<file path="src/rtl/rgen_apb_bridge.sv">
// APB3 target that turns each transfer into one held command toward a generated
// register block, then completes the access from the block's response strobe or a timeout.
module rgen_apb_bridge #(
    parameter int ADDRESS_WIDTH  = 16,
    parameter int DATA_WIDTH     = 32,
    parameter int TIMEOUT_CYCLES = 16
) (
    input  logic                     clk,
    input  logic                     rst_n,
    input  logic                     i_psel,
    input  logic                     i_penable,
    input  logic                     i_pwrite,
    input  logic [ADDRESS_WIDTH-1:0] i_paddr,
    input  logic [DATA_WIDTH-1:0]    i_pwdata,
    output logic                     o_pready,
    output logic [DATA_WIDTH-1:0]    o_prdata,
    output logic                     o_pslverr,
    output logic                     o_command_valid,
    output logic [ADDRESS_WIDTH-1:0] o_command_address,
    output logic                     o_command_write,
    output logic [DATA_WIDTH-1:0]    o_command_write_data,
    input  logic                     i_response_ready,
    input  logic [DATA_WIDTH-1:0]    i_read_data,
    input  logic [1:0]               i_status
);

    // A disabled timeout still needs a legal one-bit counter.
    localparam int CNT_W = (TIMEOUT_CYCLES > 0) ? $clog2(TIMEOUT_CYCLES + 1) : 1;
    localparam logic [CNT_W-1:0] CNT_LAST =
        CNT_W'((TIMEOUT_CYCLES > 0) ? TIMEOUT_CYCLES - 1 : 0);

    typedef enum logic [1:0] {
        IDLE = 2'd0,
        CMD  = 2'd1,
        DONE = 2'd2
    } state_t;

    state_t                   state_q, state_d;
    logic [CNT_W-1:0]         cnt_q, cnt_d;
    logic                     pready_q, pready_d;
    logic [DATA_WIDTH-1:0]    prdata_q, prdata_d;
    logic                     pslverr_q, pslverr_d;
    logic                     cmd_valid_q, cmd_valid_d;
    logic [ADDRESS_WIDTH-1:0] cmd_addr_q, cmd_addr_d;
    logic                     cmd_write_q, cmd_write_d;
    logic [DATA_WIDTH-1:0]    cmd_wdata_q, cmd_wdata_d;
    logic                     timeout_hit;

    // The exokay flag carries no meaning on APB3.
    logic unused_status_exokay;
    assign unused_status_exokay = i_status[1];

    assign timeout_hit = (TIMEOUT_CYCLES != 0) && (cnt_q == CNT_LAST);

    // NOTE: every variable gets a default before the case so no path can infer a latch.
    always_comb begin
        state_d     = state_q;
        cnt_d       = cnt_q;
        pready_d    = 1'b0;
        prdata_d    = '0;
        pslverr_d   = 1'b0;
        cmd_valid_d = cmd_valid_q;
        cmd_addr_d  = cmd_addr_q;
        cmd_write_d = cmd_write_q;
        cmd_wdata_d = cmd_wdata_q;

        case (state_q)
            IDLE: begin
                if (i_psel && !i_penable) begin
                    cmd_addr_d  = i_paddr;
                    cmd_write_d = i_pwrite;
                    cmd_wdata_d = i_pwdata;
                    cmd_valid_d = 1'b1;
                    cnt_d       = '0;
                    state_d     = CMD;
                end
            end
            CMD: begin
                cnt_d = cnt_q + CNT_W'(1);
                // A response sampled together with the timeout still completes normally.
                if (i_response_ready) begin
                    state_d     = DONE;
                    pready_d    = 1'b1;
                    pslverr_d   = i_status[0];
                    prdata_d    = cmd_write_q ? '0 : i_read_data;
                    cmd_valid_d = 1'b0;
                end else if (timeout_hit) begin
                    state_d     = DONE;
                    pready_d    = 1'b1;
                    pslverr_d   = 1'b1;
                    cmd_valid_d = 1'b0;
                end
            end
            DONE: begin
                state_d = IDLE;
            end
            default: begin
                state_d     = IDLE;
                cmd_valid_d = 1'b0;
            end
        endcase
    end

    // NOTE: sequential state uses non-blocking assignments so all registers update together.
    always_ff @(posedge clk or negedge rst_n) begin
        if (!rst_n) begin
            state_q     <= IDLE;
            cnt_q       <= '0;
            pready_q    <= 1'b0;
            prdata_q    <= '0;
            pslverr_q   <= 1'b0;
            cmd_valid_q <= 1'b0;
            cmd_addr_q  <= '0;
            cmd_write_q <= 1'b0;
            cmd_wdata_q <= '0;
        end else begin
            state_q     <= state_d;
            cnt_q       <= cnt_d;
            pready_q    <= pready_d;
            prdata_q    <= prdata_d;
            pslverr_q   <= pslverr_d;
            cmd_valid_q <= cmd_valid_d;
            cmd_addr_q  <= cmd_addr_d;
            cmd_write_q <= cmd_write_d;
            cmd_wdata_q <= cmd_wdata_d;
        end
    end

    assign o_pready             = pready_q;
    assign o_prdata             = prdata_q;
    assign o_pslverr            = pslverr_q;
    assign o_command_valid      = cmd_valid_q;
    assign o_command_address    = cmd_addr_q;
    assign o_command_write      = cmd_write_q;
    assign o_command_write_data = cmd_wdata_q;

endmodule
</file>
<file path="config.mk">
export PLATFORM = sky130hd
export DESIGN_NAME = rgen_apb_bridge
export DESIGN_NICKNAME = d
export VERILOG_FILES = /design/src/rtl/rgen_apb_bridge.sv
export SDC_FILE = /design/constraint.sdc
export NUM_CORES = 1
export LEC_CHECK = 0
export CORE_ASPECT_RATIO = 1.25
export CORE_UTILIZATION = 41
export CTS_BUF_LIST = sky130_fd_sc_hd__clkbuf_8
export DETAILED_ROUTE_END_ITERATION = 8
export HOLD_SLACK_MARGIN = 0.02
export PLACE_DENSITY = 0.83
export SLEW_MARGIN = 25
export SYNTH_ARGS = -nofsm -noshare
export SYNTH_HDL_FRONTEND = slang
export SYNTH_SLANG_ARGS = --single-unit
</file>
<file path="constraint.sdc">
create_clock -name clk -period 1.8 [get_ports clk]
set_input_delay 0.18 -clock clk [delete_from_list [all_inputs] [get_ports clk]]
set_output_delay 0.18 -clock clk [all_outputs]
set_load 0.005 [all_outputs]
</file>
### Word level (Yosys, flattened, before mapping)

Index checks and enable logic that the tools add are counted.

* $lt $le $gt $ge: 0
* reduce and logical (&&, ||, !) cells: 8
* multipliers: 0
* shifts and indexed selects: 0
* divide/modulo/power cells: 0
* eq/ne operators: 5
* bitwise gates (word level): 1
* muxes and demuxes: 18
* $add $sub $neg: 1

Operators by type and width (number)
* $mux 32: 3
* $pmux 5 s2: 1
* $mux 1: 8
* $mux 2: 3
* $reduce_and 2->1: 3
* $add 5x1->5 const B: 1
* $eq 5x4->1 const B: 1
* $mux 5: 1
* $pmux 2 s2: 1
* $ne 3x3->1 const B: 1
* $pmux 1 s3: 1
* $reduce_and 3->1: 1
* $eq 2x1->1 const B: 1
* $eq 2x2->1 const B: 1
* $logic_not 2->1: 1
* $ne 2x2->1 const B: 1
* $reduce_bool 2->1: 1
* $logic_and 1x1->1: 1
* $logic_not 1->1: 1
* $not 1->1: 1

* bits in writable memories: 0
* logic and storage cells: 42
* ROM bits: 0
* output and inout port bits: 84
* memories: 0
* bits of input ports: 88
* register bits after elaboration: 91
* bits in latches: 0

### Logic depth before layout (Yosys ltp)

Gate-level depths: netlist of the first run.

* word-level depth: 4
* mapped depth: 5
* mapped depth without buffers: 5

### Worst setup path after synthesis of the first run

No wires, ideal clock.

* path type: flip-flop to flip-flop
* start point: register state_q[0]
* end point: register cmd_addr_q[0] (netlist: o_command_address[0])
* path slack: 0.228 ns
* required time: 1.675 ns
* arrival: 1.447 ns
* clock period less this slack: 1.572 ns
* library setup time: 0.125 ns
* cell stages (with the launch flop): 4
* path through: dfrtp_1 nor4b_4 buf_6 mux2_2

* word-level cells in the longest chain between the ends: 2

RTL lines
* start: declaration: line 38 `state_t state_q, state_d;`
* start signal: assignment: line 117 `state_q <= state_d;`
* $logic_not 2->1: line 67 `case (state_q)`
* $reduce_and 2->1 (no source line)
* end signal: assignment: line 123 `cmd_addr_q <= cmd_addr_d;`
* end: declaration: line 44 `logic [ADDRESS_WIDTH-1:0] cmd_addr_q, cmd_addr_d;`

No other way between the ends.
A chain may end at the register's enable or synchronous reset.

### Worst setup path in the final report of the first run

* start point: register state_q[1]
* end point: register cmd_wdata_q[1] (netlist: o_command_write_data[1])

* word-level cells in the longest chain between the ends: 2

RTL lines
* $logic_not 2->1: line 67
* $reduce_and 2->1 (no source line)
* end signal: assignment: line 125 `cmd_wdata_q <= cmd_wdata_d;`
* end: declaration: line 46 `logic [DATA_WIDTH-1:0] cmd_wdata_q, cmd_wdata_d;`

No other way between the ends.

==> metrics, run 1 <==
outcome complete, no violations; clock power share 25.0%; DRT antenna net count 0; RSZ-0062 raised after global routing false; met3 wire len 669 um; post-cts resize count 0; Critical-path top delay cell dfrtp_1; vias per std cell 4.69; post-CTS setup buffer count 0; IO buf count 170; Critical Path Max Stage Delay 0.44 ns; Syn Inst Count 209; final worst-path cycle share 89.9%; maximum fanout along the worst path 19; Register Area 2280 um2; final net count 479; Vias 2293; element type at the critical path start register; Synth Net Count 299; Hold-fix buffers, CTS 1; die area 8470 um2; # clock sinks 91; Reg power frac 47.9%; clk_skew 0.00783 ns; final wirelength 7.24 mm; first-pass GRT wire length 10.9 mm; switching fraction of total power 24.0%; vias in the first global route 2318; crit-path cells nor4b_4 > buf_4 > mux2_2; layout cells sized above 1 17.5%; max cap viols 0; fin. max-slew vios 0; synthesis-to-finish area growth 61.2%; Crit Path Class register to register; f_max 618 MHz; Fill cells 563; R2R cell count 3; die width 82.5 um; Critical Path RT 2.03 ns; total power 5.46 mW; I/O pin total 172; CP arrival 1.85 ns; Die Span Y 103 um; Final Hold Fails 0; Avg WL per Cell 14.8 um; CTS Root Cell clkbuf_8; M1 WL 2.59 mm; Slew @ Worst Pin 0.440 ns; initial antenna violation count 0; Int Pwr 4.15 mW; Clock Path Buffers 2; initial drt markers 81; Leakage 2.31 nW; DR pass1 iterations 4; Mapped Area 3320 um2; Top delay family on crit path flip-flops; total CTS buffers 9; clock insertion delay at the later pin of the skew report 0.35 ns; area of the multi-input gates 968 um2; Core Region 7840 um2; Worst R2R End o_command_write_data[1]; Max IR drop VDD 656 uV; Diodes inserted 0; Comb pwr share 27.1%; gpl congestion 0.680; Tmin final 1.62 ns; max layer used met4; Overflow after GRT 0; hold crit path type primary input to async pin; sequential cell area fraction in the yosys report 68.6%; Site Rows 36; flop-to-flop setup slack 0.18 ns; Switch Pwr 1.31 mW; number of H-tree levels 3; Avg Cell Area, Syn 15.9 um2; number of storage elements in the synthesis netlist 91; library cells used by synthesis 24; WP buf/inv 1; Initial Util 42.4%; clock slew at reported path FFs 0.08 ns; yosys warns 0; DP HPWL 5.47 mm; drt drc 0; final setup fails 0; nature of the critical path endpoint register; TritonCTS clock tree yes; Critical R2R Launch state_q[1]; setup total negative slack 0 ns; Slew HR 70.7%; largest net degree at the start of global routing 43; WL met2 3.86 mm; PD cells 1020 nW/um2; all-layer global routing usage 17.7%
[worst register-to-register path, stage by stage, from the launching register on]
cell,delay (ns)
dfrtp_1,0.44
nor4b_4,0.35
buf_4,0.33
mux2_2,0.39
[registers in the layout (all words and copies together), names as in the netlist]
register and cells:
o_prdata 32, o_pslverr 1, o_command_address 16, state_q 2, o_pready 1, o_command_write 1
o_command_valid 1, cnt_q 5, o_command_write_data 32
[metrics by stage]
stage / hold WS, ns / instance area (um2) / std cells / util [%] / setup WS [ns]
detailed placement: 0.157 / 5140 / 472 / 65.6 / 0.0000112
global placement: 0.155 / 5140 / 472 / 65.6 / 0.0347
finish: 0.319 / 5350 / 489 / 68.3 / 0.182
CTS: 0.314 / 5350 / 489 / 68.3 / 0.168
global route: 0.352 / 5350 / 489 / 68.3 / 0.0927
floorplan: -0.116 / 3320 / 209 / - / 0.228
[metal layers]
metal | up-vias | track usage (%)
li1 | 1062 | -
met1 | 1119 | 18.5
met2 | 102 | 31.2
met3 | 10 | 5.93
met4 | 0 | 9.15
met5 | - | 0
[power groups by stage]
stage	registers, mW	clock network, mW	logic, mW
5_1_grt	2.67	1.49	1.61
4_1_cts	2.62	1.42	1.51
3_3_place_gp	2.64	0	1.46
3_5_place_dp	2.66	0	1.50
2_1_floorplan	2.68	0	0.442
6_report	2.61	1.36	1.48
[placed cells by master (no fill, tap or decap), types with 2 or more instances in the layout]
cell type	instances
a22o_1	2
and2_1	33
buf_12	2
buf_4	5
clkbuf_8	10
clkdlybuf4s50_1	169
clkinvlp_4	4
dfrtp_1	91
ha_1	2
inv_1	2
mux2_1	8
mux2_2	43
nor2_1	6
[kinds of logic (layout without fill, tap and decap cells)]
family | after synthesis | after routing | share of synthesized area [%]
adder cells (fa/ha/maj) | 2 | 2 | 0.753
flip-flops | 91 | 91 | 68.6
AO/OA/AOI/OAI | 7 | 7 | 1.70
AND/OR/NAND/NOR | 47 | 47 | 9.12
multiplexers | 52 | 52 | 17.6
buffers and inverters | 10 | 195 | 2.26
[area by class of cell]
cell class	count	area share (%)
Sequential cell	91	42.5
Timing Repair Buffer	177	33.2
Multi-Input combinational cell	108	18.1
Clock buffer	10	2.57
Tap cell	95	2.22
Clock inverter	6	1.22
Inverter	2	0.140
[Yosys cell counts]
library cell | n | area, um2
inv_1 | 2 | 7.51
a221o_1 | 1 | 10.0
nor2_1 | 6 | 22.5
nand2b_2 | 1 | 8.76
nor4b_4 | 1 | 23.8
nor2b_1 | 1 | 6.26
clkbuf_1 | 3 | 11.3
mux2_2 | 43 | 484
a21o_1 | 1 | 7.51
mux2i_1 | 1 | 10.0
nor3b_2 | 1 | 12.5
buf_6 | 5 | 56.3
or3_1 | 1 | 6.26
a21oi_1 | 1 | 5.00
nor3_1 | 1 | 5.00
nand3_1 | 1 | 5.00
and2_1 | 33 | 206
mux2_1 | 8 | 90.1
ha_1 | 2 | 25.0
o2bb2ai_1 | 1 | 8.76
dfrtp_1 | 91 | 2280
and3_1 | 1 | 6.26
o21bai_1 | 1 | 7.51
a22o_1 | 2 | 17.5
[how the worst max path moves through the flow]
stage / from / endpoint / slack, ns / depth (start not counted)
final: state_q[1] / o_command_write_data[1] / 0.18 / 3
after global routing: state_q[1] / o_command_write_data[1] / 0.09 / 3
after CTS: state_q[1] / o_command_write_data[1] / 0.17 / 3
after detailed placement: i_penable / o_command_address[4] / 0.00001 / 4
after global placement: i_penable / o_command_write_data[1] / 0.03 / 4
after floorplan: state_q[0] / o_command_address[0] / 0.23 / 3
Note: power is estimated with default switching activity, not from simulation.
==> run 2, diff against run 1 <==
CAP_MARGIN = 20   (was unset)
==> results of run 2 <==
Same layout as run 1: the final DEF is identical, and so are final timing and power.
==> run 3, diff against run 2 <==
CORE_MARGIN = 5   (was unset)
SLEW_MARGIN = 30   (was 25)
==> metrics, run 3 (synthesis results as in run 1) <==
hold crit path type primary input to async pin; DR pass1 iterations 4; vias in the first global route 2477; Clock Path Buffers 2; setup total negative slack 0 ns; CTS Root Cell clkbuf_8; layout cells sized above 1 16.8%; leading cell type in the layout, fill and taps excluded clkdlybuf4s50_1; Slew @ Worst Pin 0.434 ns; clock slew at reported path FFs 0.08 ns; largest net degree at the start of global routing 39; PD cells 1010 nW/um2; Initial Util 42.4%; Critical Path Source state_q[1]; die area 10000 um2; Core Region 7840 um2; total power 5.40 mW; final worst-path cycle share 87.4%; Critical Path Max Stage Delay 0.44 ns; Critical Path RT 2.03 ns; initial drt markers 61; Die Span Y 111 um; final net count 479; Leakage 2.32 nW; I/O pin total 172; TritonCTS clock tree yes; gpl congestion 0.707; post-CTS setup buffer count 0; commonest cells after routing, fill and taps aside clkdlybuf4s50_1 (169), dfrtp_1 (91), mux2_2 (43), and2_1 (33), clkbuf_8 (10); nature of the critical path endpoint register; f_max 636 MHz; die width 90.5 um; Area after DPL 5140 um2; Crit Path Class register to register; Critical-path top delay cell dfrtp_1; maximum fanout along the worst path 38; outcome complete, no violations; WP buf/inv 1; Overflow after GRT 0; fin. max-slew vios 0; Slew HR 71.0%; Avg WL per Cell 15.7 um; first-pass GRT wire length 12.2 mm; final wirelength 7.67 mm; Diodes inserted 0; CP arrival 1.81 ns; drt drc 0; Max IR drop VDD 557 uV; DP HPWL 5.98 mm; final setup fails 0; Final Util 68.0%; Final Hold Fails 0; design area 5330 um2; RSZ-0062 raised after global routing false; element type at the critical path start register; vias per std cell 4.64; total CTS buffers 9; clk_skew 0.00562 ns; clock insertion delay at the later pin of the skew report 0.35 ns; crit-path cells nor4b_4 > buf_12 > mux2_2; Critical R2R Launch state_q[1]; initial antenna violation count 0; post-place setup slack 0.0578 ns; Top delay family on crit path flip-flops; fin worst setup slack 0.227 ns; number of H-tree levels 3; # clock sinks 91; IO buf count 170; Site Rows 36; synthesis-to-finish area growth 60.6%; all-layer global routing usage 15.4%; Tmin final 1.57 ns; Vias 2259; max cap viols 0; DRT antenna net count 0
run 3: final cells by class:
cell class,count,area (um2)
clock inverters,4,43.8
inverters,2,7.51
fillers,598,2500
repair buffers,177,1780
multi-input cells,108,968
flip-flops and latches,91,2280
clock buffers,10,138
well taps,95,119
run 3: final timing paths:
kind | to | slack [ns] | cells after the start
min | o_command_write_data[16] | 0.30 | 2
max in group asynchronous | o_command_write_data[1] | 0.79 | 3
min reg2reg | o_command_address[7] | 0.49 | 1
min in group clk | o_prdata[22] | 0.38 | 2
max reg2reg | o_command_write_data[31] | 0.23 | 3
max | o_command_write_data[31] | 0.23 | 3
run 3: metal layers:
layer | part of all wire [%] | wire length [um] | GRT usage [%] | vias up
met5 | 0 | 0 | 0 | -
met4 | 2.0 | 151 | 6.55 | 0
met3 | 9.8 | 751 | 6.46 | 11
met2 | 51 | 3930 | 26.4 | 106
met1 | 37 | 2840 | 16.5 | 1083
li1 | - | - | - | 1059
run 3: worst reg2reg max path: cells and delay by family, from the launching register on:
| kind | cells | cell delay, ns |
|---|---|---|
| DFF | 1 | 0.44 |
| and+or+nand+nor | 1 | 0.36 |
| muxes | 1 | 0.40 |
| buffers and inverters | 1 | 0.26 |
run 3: per-stage QoR:
stage,hold WS (ns),std cells
after CTS,0.297,487
after floorplan,-0.116,209
after global routing,0.362,487
after detailed placement,0.131,472
final,0.300,487
after global placement,0.129,472
run 3: report_power, final:
part	switching, mW	internal (mW)	leakage (nW)	total [mW]
combinational	0.429	1.06	1.07	1.48
clock	0.648	0.655	0.0992	1.30
sequential	0.196	2.42	1.15	2.62
run 3: what timing repair did:
| item | CTS | global route |
|---|---|---|
| endpoints found under the hold margin | 28 | 0 |
| gates resized for setup | 0 | 0 |
| hold buffers | 1 | 0 |
